### config.mk
export PLATFORM = sky130hd
export DESIGN_NAME = uart_rx_multibyte
export DESIGN_NICKNAME = d
export VERILOG_FILES = /design/src/rtl/uart_rx_multibyte.sv
export SDC_FILE = /design/constraint.sdc
export NUM_CORES = 1
export LEC_CHECK = 0
export CAP_MARGIN = 25
export CORE_ASPECT_RATIO = 0.7
export CORE_UTILIZATION = 55
export CTS_CLUSTER_SIZE = 25
export DETAILED_ROUTE_END_ITERATION = 7
export GPL_TIMING_DRIVEN = 0
export PLACE_DENSITY = 0.85
export SYNTH_ARGS = -nofsm -noshare
export SYNTH_HDL_FRONTEND = slang
export SYNTH_SLANG_ARGS = --single-unit
### constraint.sdc
create_clock -name clk -period 6.95 [get_ports clk]
set_clock_uncertainty 0.2 [all_clocks]
set_input_delay 0.695 -clock clk [delete_from_list [all_inputs] [get_ports clk]]
set_output_delay 0.695 -clock clk [all_outputs]
set_load 0.02 [all_outputs]
### src/rtl/uart_rx_multibyte.sv
// Oversampling UART receiver that assembles NUM_BYTES framed byte segments
// (LSB byte first) into one word, committing it only when every segment framed cleanly.
module uart_rx_multibyte #(
  parameter int NUM_BYTES  = 2,
  parameter int DATA_WIDTH = 8*NUM_BYTES,
  parameter int OVERSAMPLE = 16,
  parameter int STOP_BITS  = 2
) (
  input  logic                  clk,
  input  logic                  rst,
  input  logic                  clken,
  input  logic                  rx,
  output logic [DATA_WIDTH-1:0] data_out,
  output logic                  ready,
  output logic                  frame_err,
  output logic                  busy
);

  localparam int CW  = $clog2(OVERSAMPLE);
  localparam int BIW = (NUM_BYTES > 1) ? $clog2(NUM_BYTES) : 1;

  typedef enum logic [2:0] {IDLE, START, DATA, STOP, SEP, DONE, ERR} state_t;

  state_t                state;
  logic                  rx_s1, rx_s;
  logic [CW-1:0]         cnt;
  logic [2:0]            bit_idx;
  logic [1:0]            stop_idx;
  logic [BIW-1:0]        byte_idx;
  logic [DATA_WIDTH-1:0] shift;
  logic                  err_pend;

  logic mid, half, last_stop, last_byte;
  assign mid       = (cnt == CW'(OVERSAMPLE-1));
  assign half      = (cnt == CW'(OVERSAMPLE/2-1));
  assign last_stop = (stop_idx == 2'(STOP_BITS-1));
  assign last_byte = (byte_idx == BIW'(NUM_BYTES-1));
  assign busy      = (state != IDLE);

  always_ff @(posedge clk) begin
    if (rst) begin
      rx_s1 <= 1'b1;
      rx_s  <= 1'b1;
    end else begin
      rx_s1 <= rx;
      rx_s  <= rx_s1;
    end
  end

  always_ff @(posedge clk) begin
    if (rst) begin
      state     <= IDLE;
      cnt       <= '0;
      bit_idx   <= '0;
      stop_idx  <= '0;
      byte_idx  <= '0;
      shift     <= '0;
      err_pend  <= 1'b0;
      data_out  <= '0;
      ready     <= 1'b0;
      frame_err <= 1'b0;
    end else begin
      ready     <= 1'b0;
      frame_err <= 1'b0;
      if (clken) begin
        case (state)
          IDLE: if (!rx_s) begin
            state    <= START;
            cnt      <= '0;
            byte_idx <= '0;
          end
          START: if (half) begin
            cnt <= '0;
            if (!rx_s) begin
              state   <= DATA;
              bit_idx <= '0;
            end else begin
              state <= IDLE;
            end
          end else begin
            cnt <= cnt + 1'b1;
          end
          // Bits shift in at the MSB; after the final data bit the first one sits at bit 0.
          DATA: if (mid) begin
            cnt     <= '0;
            shift   <= {rx_s, shift[DATA_WIDTH-1:1]};
            bit_idx <= bit_idx + 1'b1;
            if (bit_idx == 3'd7) begin
              state    <= STOP;
              stop_idx <= '0;
            end
          end else begin
            cnt <= cnt + 1'b1;
          end
          STOP: if (mid) begin
            cnt <= '0;
            if (!rx_s) begin
              state    <= ERR;
              err_pend <= 1'b1;
            end else if (last_stop) begin
              if (last_byte) begin
                state <= DONE;
              end else begin
                state    <= SEP;
                byte_idx <= byte_idx + 1'b1;
              end
            end else begin
              stop_idx <= stop_idx + 1'b1;
            end
          end else begin
            cnt <= cnt + 1'b1;
          end
          SEP: if (mid) begin
            cnt <= '0;
            if (!rx_s) begin
              state   <= DATA;
              bit_idx <= '0;
            end else begin
              state    <= ERR;
              err_pend <= 1'b1;
            end
          end else begin
            cnt <= cnt + 1'b1;
          end
          DONE: begin
            data_out <= shift;
            ready    <= 1'b1;
            state    <= IDLE;
          end
          // Stay here while the line is low so a stuck-low rx cannot retrigger a frame.
          ERR: begin
            if (err_pend) begin
              frame_err <= 1'b1;
              err_pend  <= 1'b0;
            end
            if (rx_s) state <= IDLE;
          end
          default: state <= IDLE;
        endcase
      end
    end
  end

endmodule

==> run metrics <==
Final ANT Viol Nets 0; Worst Tran Pin Value 0.592 ns; status finished clean; crit-path leading delay family buffers and inverters; clk buf depth 2; area fraction in compound gates after synthesis 0.153; synthesized instance count ~270; Core Area ~0.0036 mm2; post-synth net total around 280; DR vias/cell 5.43; Die Wd approximately 76 um; Static Leakage between 0.8 and 0.9 nW; Starting Density 0.591; Worst Reg2Reg Path Length in Cells 8; fin crit period 2.96 ns; IO buf count 21; Max Slew Vio Count 0; pin count of the biggest net entering global routing 16; H-Tree Depth 2; HPWL after DPL roughly 3200 um; R2R Path End state[1]$_SDFFE_PP0P_; Synth Area in Simple Gates 0.273; wire per inst ~13 um; Max rail drop VDD 0.121 mV; fmax roughly 0.34 GHz; cts bufs inserted 5; hold wc startpoint rx_s1$_SDFF_PP1_; number of antenna diodes 0; DRT Pass-1 Iters 4; crit share post-route 0.426; final setup TNS 0 ns; crit-path max cell delay around 0.55 ns; Filler cells approximately 300; CTS tree yes; Root Driver clkbuf_8; power per cell area roughly 210 mW/mm2; Mapped Area 0.00213 mm2; post-route DRC violation count 0; layout cells sized above 1 0.0743; RSZ-0062 raised after global routing no; DIE AREA ~0.0041 mm2; nets@finish 303; Worst EP required roughly 6 ns; clock sink total 50; worst hold path depth 1; worst slew margin relative to its limit 0.605; synth warn 0; cell row count 18; critical path arrival about 2.1 ns; hold_buf cts 0; register area roughly 0.001 mm2; Fin. Hold Viols 0; wirelength, routed 4500 um; Yosys reg bits 50; Pwr Total roughly 0.52 mW; area of the multi-input gates around 0.001 mm2; largest family of logic cells by synthesized area simple AND/OR/NAND/NOR gates; initial DRC count approximately 170; post-synthesis mux area share 0.0194; GP Congestion between 0.8 and 0.9; Unique masters post-synth 38; # Post-CTS Setup Buffers 0; max-cap viol count 0; Main synth FF type dfxtp_1; critical path peak fanout 10; post-layout util 0.693; sequence of cells on the critical path buf_2, clkbuf_1, nor3_1, inv_1, clkdlybuf4s50_1; critical path type register to primary output; GRT overflow 0; clock-pin slew on the worst setup and hold paths approximately 0.090 ns; Startpoint Class register; CP Capture Type primary output; vias in the first global route 1618; number of top-level pins 23; Crit-path slowest cell clkdlybuf4s50_1; xor/xnor share of the synthesized area 0.0123; Vias ~1900; antenna violations before repair 0; ys async rst share 0; number of synthesized flops with an enable pin 0; WP buf/inv 4; mean area per synthesized cell around 8 um2; sequential share of the synthesized area 0.470; R2R Path Start cnt[0]$_SDFFE_PP0P_; Area Overhead vs Synth 17.3%; R2R setup slack approximately 4.4 ns; Synth Area in Adders 0.0235; global-route wire length before repair 7600 um; hold crit path type register to register; hold endpoint rx_s$_SDFF_PP1_; final setup violation count 0; Total GRT Usage 0.241; die height around 54 um; post-CTS sizing 0; clk_lat worst skew ~0.30 ns
## cells by family after synthesis
| logic type | Yosys count |
|---|---|
| and+or+nand+nor | 124 |
| muxes | 4 |
| DFF | 50 |
| AOI/OAI and AO/OA | 58 |
| buffers and inverters | 24 |
| adders and majority gates | 4 |
| xor gates and xnor gates | 3 |
## worst max path at each step
stage | depth (start not counted) | slack, ns | startpoint | end
after floorplan | 6 | 4.49 | clken | state[1]$_SDFFE_PP0P_
after detailed placement | 5 | 4.33 | state[1]$_SDFFE_PP0P_ | busy
final | 5 | 3.99 | state[1]$_SDFFE_PP0P_ | busy
after CTS | 5 | 3.97 | state[1]$_SDFFE_PP0P_ | busy
after global routing | 5 | 3.83 | state[1]$_SDFFE_PP0P_ | busy
after global placement | 5 | 4.30 | state[1]$_SDFFE_PP0P_ | busy
## report_power, final
part	leakage, nW	switching (mW)	internal (mW)
clock network	0.0472	0.0921	0.0800
logic	0.388	0.0348	0.0209
registers	0.403	0.000823	0.289
total	0.839	0.128	0.389
## layer usage
layer | part of all wire | global-route usage
met1 | 0.50 | 0.334
met2 | 0.43 | 0.365
met3 | 0.054 | 0.0542
met4 | 0.0076 | 0.103
met5 | 0 | 0
## state kept, by name, summed over array words and instances, names as in the netlist
name and flops:
byte_idx 1, stop_idx 2, rx_s 1, ready 1
shift 16, frame_err 1, data_out 16, state 3
cnt 4, bit_idx 3, err_pend 1, rx_s1 1
## cells in the final DEF, fill, tap and decap left out, drive strengths merged, types with 6 or more instances in the layout
cell | Yosys | routed
nor2 | 12 | 12
nand3 | 6 | 6
clkdlybuf4s50 | 0 | 21
nand2b | 6 | 6
nand2 | 71 | 71
dfxtp | 50 | 50
clkbuf | 12 | 18
o21ai | 7 | 7
buf | 8 | 8
a21oi | 42 | 42
## final cells by class
cell class	instances	area share
repair buffers	21	0.0841
plain buffers	20	0.0361
multi-input cells	193	0.410
clock inverters	2	0.00501
flip-flops and latches	50	0.401
well taps	50	0.0250
inverters	4	0.00601
clock buffers	6	0.0330
## through the flow
stage / std cells / worst slack, ns / hold WS [ns] / instance area [um2]
after floorplan: 267 / 4.49 / 0.189 / 2130
after global placement: 338 / 4.30 / 0.192 / 2400
after detailed placement: 338 / 4.33 / 0.204 / 2400
after CTS: 346 / 3.97 / 0.222 / 2500
after global routing: 346 / 3.83 / 0.262 / 2500
final: 346 / 3.99 / 0.227 / 2500
## synthesized netlist by cell type (4+ instances only)
library cell / number / area, um2
buf_2: 6 / 30.0
ha_1: 4 / 50.1
and3_1: 4 / 25.0
inv_1: 4 / 15.0
nor3_1: 4 / 20.0
nand2b_1: 6 / 37.5
nand3_1: 6 / 30.0
nand2_1: 71 / 267
clkbuf_1: 12 / 45.0
dfxtp_1: 50 / 1000
o21ai_0: 6 / 30.0
nor2_1: 12 / 45.0
a21oi_1: 42 / 210
Power figures use the tool's default switching activity.
